--- src/rtl/pcie_ltssm_ctrl.sv ---
// ---------------------------------------------------------------------------
// pcie_ltssm_ctrl
// Simplified link training and status state machine. Sequences the PHY from
// receiver detect through polling to L0, selects the ordered set to transmit,
// latches the detected-lane mask, picks 8b/10b or 128b/130b encoding and
// gates MAC data flow until the link is up.
//
// Ports
//   clk_i                        clock
//   rst_i                        asynchronous, active-high reset
//   electrical_sub_load_detect_i per-lane receiver-present flags
//   rx_ts1_i / rx_ts2_i          one-cycle pulses: TS1 / TS2 seen on all lanes
//   rx_gen3_capable_i            partner advertises 8 GT/s (valid with rx_ts2_i)
//   rx_elec_idle_i               receiver electrical idle
//   cfg_gen3_en_i                local permission to use 128b/130b
//   tx_os_done_i                 one-cycle pulse: one ordered set transmitted
//   tx_os_type_o                 0 = none, 1 = TS1, 2 = TS2
//   lane_active_o                latched detected-lane mask
//   en8b10b_o / en128b130b_o     encoder select, exactly one high
//   link_up_o / mac_tx_enable_o  high in L0
//   state_o                      current state code (debug)
//
// State table
//   state          | meaning
//   DETECT_QUIET   | 0: dwell QUIET_CYCLES, transmit nothing
//   DETECT_ACTIVE  | 1: one cycle, sample receiver-present flags into lane mask
//   POLLING_ACTIVE | 2: send TS1, count tx sets and rx TS1/TS2, time out
//   POLLING_CONFIG | 3: send TS2, count tx sets and rx TS2, capture gen3 cap.
//   L0             | 4: link up, leave on a run of electrical-idle cycles
//   5..7           | illegal, recover to DETECT_QUIET
// ---------------------------------------------------------------------------
module pcie_ltssm_ctrl #(
  parameter int NUM_LANES        = 4,
  parameter int QUIET_CYCLES     = 16,
  parameter int TIMEOUT_CYCLES   = 1024,
  parameter int TX_TS_MIN        = 16,
  parameter int RX_TS_MIN        = 8,
  parameter int IDLE_EXIT_CYCLES = 4
) (
  input  logic                 clk_i,
  input  logic                 rst_i,
  input  logic [NUM_LANES-1:0] electrical_sub_load_detect_i,
  input  logic                 rx_ts1_i,
  input  logic                 rx_ts2_i,
  input  logic                 rx_gen3_capable_i,
  input  logic                 rx_elec_idle_i,
  input  logic                 cfg_gen3_en_i,
  input  logic                 tx_os_done_i,
  output logic [1:0]           tx_os_type_o,
  output logic [NUM_LANES-1:0] lane_active_o,
  output logic                 en8b10b_o,
  output logic                 en128b130b_o,
  output logic                 link_up_o,
  output logic                 mac_tx_enable_o,
  output logic [2:0]           state_o
);

  localparam int DWELL_W = $clog2(QUIET_CYCLES + 1);
  localparam int TMO_W   = $clog2(TIMEOUT_CYCLES + 1);
  localparam int TX_W    = $clog2(TX_TS_MIN + 1);
  localparam int RX_W    = $clog2(RX_TS_MIN + 1);
  localparam int IDLE_W  = $clog2(IDLE_EXIT_CYCLES + 1);

  localparam logic [DWELL_W-1:0] QUIET_LAST = DWELL_W'(QUIET_CYCLES - 1);
  localparam logic [TMO_W-1:0]   TMO_LAST   = TMO_W'(TIMEOUT_CYCLES - 1);
  localparam logic [TX_W-1:0]    TX_MIN     = TX_W'(TX_TS_MIN);
  localparam logic [RX_W-1:0]    RX_MIN     = RX_W'(RX_TS_MIN);
  localparam logic [IDLE_W-1:0]  IDLE_LAST  = IDLE_W'(IDLE_EXIT_CYCLES - 1);

  typedef enum logic [2:0] {
    ST_DETECT_QUIET   = 3'd0,
    ST_DETECT_ACTIVE  = 3'd1,
    ST_POLLING_ACTIVE = 3'd2,
    ST_POLLING_CONFIG = 3'd3,
    ST_L0             = 3'd4
  } state_e;

  state_e               state_q, state_d;
  logic [DWELL_W-1:0]   dwell_q, dwell_d;
  logic [TMO_W-1:0]     tmo_q, tmo_d;
  logic [TX_W-1:0]      tx_cnt_q, tx_cnt_d;
  logic [RX_W-1:0]      rx_cnt_q, rx_cnt_d;
  logic [IDLE_W-1:0]    idle_q, idle_d;
  logic                 gen3_cap_q, gen3_cap_d;
  logic                 gen3_q, gen3_d;
  logic [NUM_LANES-1:0] lane_q, lane_d;

  logic [1:0]           tx_os_type_q, tx_os_type_d;
  logic                 link_up_q, link_up_d;
  logic                 en128_q, en128_d;

  logic                 tx_sat, rx_sat;

  assign tx_sat = (tx_cnt_q >= TX_MIN);
  assign rx_sat = (rx_cnt_q >= RX_MIN);

  always_comb begin
    state_d    = state_q;
    dwell_d    = dwell_q;
    tmo_d      = tmo_q;
    tx_cnt_d   = tx_cnt_q;
    rx_cnt_d   = rx_cnt_q;
    idle_d     = idle_q;
    gen3_cap_d = gen3_cap_q;
    gen3_d     = gen3_q;
    lane_d     = lane_q;

    case (state_q)
      ST_DETECT_QUIET: begin
        dwell_d = dwell_q + DWELL_W'(1);
        if (dwell_q == QUIET_LAST) begin
          state_d = ST_DETECT_ACTIVE;
        end
      end

      ST_DETECT_ACTIVE: begin
        lane_d  = electrical_sub_load_detect_i;
        state_d = (|electrical_sub_load_detect_i) ? ST_POLLING_ACTIVE : ST_DETECT_QUIET;
      end

      ST_POLLING_ACTIVE: begin
        tmo_d = tmo_q + TMO_W'(1);
        if (tx_os_done_i && !tx_sat) begin
          tx_cnt_d = tx_cnt_q + TX_W'(1);
        end
        if ((rx_ts1_i || rx_ts2_i) && !rx_sat) begin
          rx_cnt_d = rx_cnt_q + RX_W'(1);
        end
        // completion is tested first so it beats a coincident timeout
        if (tx_sat && rx_sat) begin
          state_d = ST_POLLING_CONFIG;
        end else if (tmo_q == TMO_LAST) begin
          state_d = ST_DETECT_QUIET;
        end
      end

      ST_POLLING_CONFIG: begin
        tmo_d = tmo_q + TMO_W'(1);
        if (tx_os_done_i && !tx_sat) begin
          tx_cnt_d = tx_cnt_q + TX_W'(1);
        end
        if (rx_ts2_i) begin
          gen3_cap_d = rx_gen3_capable_i;
          if (!rx_sat) begin
            rx_cnt_d = rx_cnt_q + RX_W'(1);
          end
        end
        if (tx_sat && rx_sat) begin
          state_d = ST_L0;
          gen3_d  = gen3_cap_q & cfg_gen3_en_i;
        end else if (tmo_q == TMO_LAST) begin
          state_d = ST_DETECT_QUIET;
        end
      end

      ST_L0: begin
        if (rx_elec_idle_i) begin
          if (idle_q == IDLE_LAST) begin
            state_d = ST_DETECT_QUIET;
            gen3_d  = 1'b0;
          end else begin
            idle_d = idle_q + IDLE_W'(1);
          end
        end else begin
          idle_d = '0;
        end
      end

      default: begin
        state_d = ST_DETECT_QUIET;
        gen3_d  = 1'b0;
      end
    endcase

    if (state_d != state_q) begin
      dwell_d  = '0;
      tmo_d    = '0;
      tx_cnt_d = '0;
      rx_cnt_d = '0;
      idle_d   = '0;
    end

    // each pass through POLLING_CONFIG starts with no capability captured
    if ((state_d == ST_POLLING_CONFIG) && (state_q != ST_POLLING_CONFIG)) begin
      gen3_cap_d = 1'b0;
    end
  end

  // output registers are loaded from the next state so they move with it
  always_comb begin
    tx_os_type_d = 2'd0;
    link_up_d    = 1'b0;
    en128_d      = 1'b0;
    case (state_d)
      ST_POLLING_ACTIVE: tx_os_type_d = 2'd1;
      ST_POLLING_CONFIG: tx_os_type_d = 2'd2;
      ST_L0: begin
        link_up_d = 1'b1;
        en128_d   = gen3_d;
      end
      default: ;
    endcase
  end

  always_ff @(posedge clk_i or posedge rst_i) begin
    if (rst_i) begin
      state_q      <= ST_DETECT_QUIET;
      dwell_q      <= '0;
      tmo_q        <= '0;
      tx_cnt_q     <= '0;
      rx_cnt_q     <= '0;
      idle_q       <= '0;
      gen3_cap_q   <= 1'b0;
      gen3_q       <= 1'b0;
      lane_q       <= '0;
      tx_os_type_q <= 2'd0;
      link_up_q    <= 1'b0;
      en128_q      <= 1'b0;
    end else begin
      state_q      <= state_d;
      dwell_q      <= dwell_d;
      tmo_q        <= tmo_d;
      tx_cnt_q     <= tx_cnt_d;
      rx_cnt_q     <= rx_cnt_d;
      idle_q       <= idle_d;
      gen3_cap_q   <= gen3_cap_d;
      gen3_q       <= gen3_d;
      lane_q       <= lane_d;
      tx_os_type_q <= tx_os_type_d;
      link_up_q    <= link_up_d;
      en128_q      <= en128_d;
    end
  end

  assign state_o         = state_q;
  assign tx_os_type_o    = tx_os_type_q;
  assign lane_active_o   = lane_q;
  assign link_up_o       = link_up_q;
  assign mac_tx_enable_o = link_up_q;
  assign en128b130b_o    = en128_q;
  // derived from one flop so the two selects can never both be high
  assign en8b10b_o       = ~en128_q;

endmodule

--- config.mk ---
export PLATFORM = sky130hd
export DESIGN_NAME = pcie_ltssm_ctrl
export DESIGN_NICKNAME = d
export VERILOG_FILES = /design/src/rtl/pcie_ltssm_ctrl.sv
export SDC_FILE = /design/constraint.sdc
export NUM_CORES = 1
export LEC_CHECK = 0
export CORE_MARGIN = 1.5
export CORE_UTILIZATION = 36
export CTS_CLUSTER_SIZE = 8
export DETAILED_ROUTE_END_ITERATION = 10
export HOLD_SLACK_MARGIN = 0.15
export PLACE_DENSITY = 0.54
export SYNTH_ARGS = -nofsm -noshare
export SYNTH_HDL_FRONTEND = slang
export SYNTH_SLANG_ARGS = --single-unit
--- constraint.sdc ---
create_clock -name clk_i -period 2.9 [get_ports clk_i]
set_clock_uncertainty 0.05 [all_clocks]
set_input_delay 0.435 -clock clk_i [delete_from_list [all_inputs] [get_ports clk_i]]
set_output_delay 0.435 -clock clk_i [all_outputs]
set_load 0.05 [all_outputs]
Word-level counts from Yosys, hierarchy flattened
Index checks and enable logic that the tools add are counted.

word-level totals
  bits in registers = 41
  input bits = 12
  output and inout bits = 13
  word-level logic and storage cells = 93

operators by class
  add/sub/neg operators = 5
  order comparisons = 2
  equality and inequality tests = 16
  multiplexer cells = 34
  bitwise gates (word level) = 2
  reductions and logical operators = 22

operators with widths
  kind                                                                     count
  3-bit two-way mux                                                        10
  5-bit two-way mux                                                        5
  11-bit two-way mux                                                       2
  4-bit two-way mux                                                        4
  3-bit by 2-bit equality test with 1-bit output, second input constant    5
  3-bit case mux with 5 select lines                                       1
  2-bit nonzero test                                                       6
  11-bit by 1-bit adder with 11-bit output, second input constant          1
  11-bit by 10-bit equality test with 1-bit output, second input constant  1
  5-bit by 1-bit adder with 5-bit output, second input constant            2
  3-bit != test, second input constant                                     3
  1-bit two-way mux                                                        8
  4-bit case mux with 2 select lines                                       1
  3-bit equality test, second input constant                               2
  3-bit by 2-bit != test with 1-bit output, second input constant          2
  2-bit AND reduction                                                      3
  5-bit by 4-bit equality test with 1-bit output, second input constant    1
  5-bit greater-or-equal comparator, second input constant                 1
  4-bit by 1-bit adder with 4-bit output, second input constant            1
  4-bit greater-or-equal comparator, second input constant                 1
  1-bit logical AND                                                        4
  2-bit case mux with 2 select lines                                       1
  4-bit AND reduction                                                      1
  4-bit OR reduction                                                       1
  13 further kinds                                                         14

Logic depth before layout (Yosys ltp)
  word-level depth = 8
  gate-level depth with buffers = 8
  gate-level depth less buffers = 7

Worst setup path before layout
OpenSTA, ideal clock, no wires.

  path kind = reg-to-reg
  start = reg state_q[1] (netlist: state_o[1])
  end = reg dwell_q[0]
  setup time = 0.123 ns
  data arrival time = 1.724 ns
  slack = 1.003 ns
  stages on the path, launching flop included = 6
  path buffers = 2
  clock period less this slack = 1.897 ns
  cell sequence = dfrtp_1 > clkbuf_8 > nand2_1 > o32ai_4 > buf_6 > nor3_2

on the way
  longest elaborated chain between the ends = 5
  elaborated cells on any way between the ends = 15
  those cells by class = eq/ne: 5; mux: 8; reduce/logical: 2

RTL lines
  item                                                            line           source
  start, declared                                                 78             state_e state_q, state_d;
  start signal, assigned                                          220            state_q <= state_d;
  3-bit two-way mux (on tied branches)                            158, 132, 151
  3-bit two-way mux (on tied branches)                            157, 130, 148
  3-bit case mux with 5 select lines                              108            case (state_q)
  3-bit != test                                                   175            if (state_d != state_q) begin
  5-bit two-way mux / 2-bit nonzero test (equally long branches)  n/a
  end signal, assigned                                            221            dwell_q <= dwell_d;
  end, declared                                                   79             logic [DWELL_W-1:0] dwell_q, dwell_d;

Several ways; a longest one is shown, not always the timed one.
A chain may end at the register's enable or synchronous reset.

Final worst setup path
  start = reg state_q[2] (netlist: state_o[2])
  end = out state_o[2]

RTL lines
  item           line  source
  end, declared  55    output logic [2:0] state_o

No word-level cell between the ends.

==> results_dict.tcl <==
set metrics [dict create \
    synth_seq_cells 41 \
    post_cts_buffers 0 \
    grt_max_degree 42 \
    synthesis.area_um2 2330 \
    pin_count 25 \
    power.share.switching_pct 41.9 \
    die_x_um 83.5 \
    clock_latency_ns 0.29 \
    drv_slew 0 \
    grt_pass1_vias 1638 \
    synthCells 201 \
    hold_start "lane_active_o[2]" \
    max_slew_margin_pct 34.0 \
    netSwitchingPower_mw 1.06 \
    path_cells "buf_4, clkdlybuf4s50_1" \
    worstSetupPathType "register to output port" \
    fp-row-count 29 \
    io_buffers 24 \
    leakage_nw 1.19 \
    r2r-start "tmo_q[0]" \
    status "complete, no violations" \
    synth_area_leaders "dfrtp_1 (44%), nor3_2 (8.6%), ha_1 (4.3%)" \
    cts_root_buf "clkbuf_8" \
    nFillCells 618 \
    path_max_fanout 10 \
    power_density_nw_per_um2 932 \
    core_um2 6310 \
    worst_pin_slew_ns 0.990 \
    cp_top_family "buffers and inverters" \
    period_minus_slack_ns 2.40 \
    grt_pass1_wl_mm 7.80 \
    stdcell_count 306 \
    h-tree-depth 2 \
    r2r_slack_ns 0.58 \
    die_area_um2 6970 \
    finalHoldViolCount 0 \
    slowest_stage "clkdlybuf4s50_1" \
    grt_usage_pct 13.8 \
    drtIter0Drc 67 \
    antenna_found_initial 0 \
    start_kind "register" \
    synth-main-ff-cell "dfrtp_1" \
    synth-edff-count 0 \
    area_delta_synth_final_pct 16.7 \
    place_congestion 0.692 \
    hold_buffers 0 \
    wirelength_mm 4.36 \
    post_synth_num_cell_types 49 \
    num_antenna_cells 0 \
    holdCritPathClass "register to register" \
    tns_ns 0 \
    ir_worst_vdd_mv 0.497 \
    required_ns 2.41 \
    whs_endpoint "lane_active_o[2]" \
    power_frac_seq_pct 38.3 \
    max_clock_freq_mhz 417 \
    finalSetupViolCount 0 \
    drtPass1Iterations 4 \
    drive_gt1_share_pct 23.6 \
    reg2regPathDepth 6 \
    max-cap-violations 0 \
    hold_path_depth 1 \
    antenna_left 0 \
    seq_area_frac_synth_pct 44.0 \
    start_util_pct 36.9 \
    dpl.cell_count 299 \
    r2r_end "idle_q[0]" \
    netlist.area_leader.share_pct 44.0 \
    vias 1533 \
    clkTransAtPathRegs_ns 0.08 \
    dpl.hpwl_mm 3.04 \
    pwr-share-comb_pct 46.8 \
    internal_power_mw 1.47 \
    synthArstFlopShare_pct 100 \
    cts_buffer_depth 2 \
    gr-total-overflow 0 \
    critPathCaptureType "output port" \
    yosys_warnings 0 \
    yosysMostFrequentCell "dfrtp_1" \
    rsz0062_at_grt "false" \
    tritoncts.num_buffers 5 \
    crit_buf_inv 2 \
    num-nets-final 249 \
    via_per_inst 5.01 \
    syn_avg_cell_area_um2 11.6 \
    cts.sink_count 41 \
    fin_crit_sh_pct 82.7 \
    synth_largest_area_cell "dfrtp_1" \
    synth_nets 221 \
    critical_path.max_stage_delay_ns 0.81 \
    ys_top_cells_by_count "dfrtp_1 (41), nor3_2 (20), nand2_1 (11)" \
    arrival_ns 1.91 \
    remaining_drc_errors 0 \
    drt-wirelength-per-cell_um 14.3 \
    cts.repair.resized 0 \
    cts_tree "built" \
    die_height_um 83.5 \
    clkPwrFrac_pct 14.9 \
]
cells by family after synthesis:
logic type / synth area share (%)
AND/OR/NAND/NOR: 25.2
flip-flops: 44.0
AO/OA/AOI/OAI: 10.5
XOR/XNOR: 6.76
buffers and inverters: 5.15
multiplexers: 4.08
adder cells (fa/ha/maj): 4.29
area by class of cell:
type,instances,area (um2),share of cell area [%]
well taps,77,96.3,3.54
clock buffers,6,82.6,3.03
repair buffers,29,290,10.7
flip-flops and latches,41,1030,37.7
multi-input cells,143,1180,43.5
clock inverters,1,7.51,0.276
inverters,9,33.8,1.24
through the flow:
stage	total power [mW]	instance area [um2]	utilization, %	hold slack [ns]	setup slack [ns]
2_1_floorplan	1.91	2330	-	0.411	1.00
3_3_place_gp	2.17	2630	41.7	0.440	0.487
3_5_place_dp	2.18	2630	41.7	0.446	0.446
4_1_cts	2.57	2720	43.1	0.465	0.468
5_1_grt	2.74	2720	43.1	0.491	0.387
6_report	2.54	2720	43.1	0.461	0.501
how the worst max path moves through the flow:
stage | startpoint | end | slack, ns | depth (start not counted)
2_1_floorplan | state_o[1] | dwell_q[0] | 1.00 | 5
6_report | state_o[2] | state_o[2] | 0.50 | 2
3_5_place_dp | electrical_sub_load_detect_i[3] | idle_q[0] | 0.45 | 6
5_1_grt | state_o[1] | state_o[1] | 0.39 | 1
3_3_place_gp | electrical_sub_load_detect_i[3] | idle_q[0] | 0.49 | 6
4_1_cts | state_o[1] | state_o[1] | 0.47 | 1
per-layer routing:
metal,global-route usage (%),part of all wire [%],vias up
met2,21.7,45,19
met4,4.47,1.4,0
met5,0,0,-
met1,19.0,51,729
met3,2.87,2.8,8
li1,-,-,777
sequential cells by signal, indices dropped and copies added (netlist names), 2 cells and up:
name / cells
tmo_q: 11
dwell_q: 5
tx_cnt_q: 5
lane_active_o: 4
rx_cnt_q: 4
idle_q: 3
state_o: 3
tx_os_type_o: 2
power groups by stage:
stage                     clock network, mW  logic, mW  registers (mW)
after global placement                    0       1.19           0.980
final                                 0.378       1.19           0.973
after detailed placement                  0       1.20           0.982
after global routing                  0.419       1.31            1.01
after floorplan                           0      0.815            1.09
after CTS                             0.399       1.20           0.973
placed cells by master, fill, tap and decap left out, types with 3 or more instances in the layout:
master and instances:
nand2_1 11, nor2_1 7, o21ai_0 6, inv_1 9, nor3_1 6, xor2_1 10
nor2b_1 3, mux2i_1 5, nand3_1 5, nand4_1 5, a21oi_1 7, buf_4 4
mux2_2 4, a31oi_1 3, clkdlybuf4s50_1 24, and3_1 3, xnor2_1 8, clkbuf_8 6
ha_1 8, nor3_2 20, dfrtp_1 41
(Power assumes the default switching activity.)
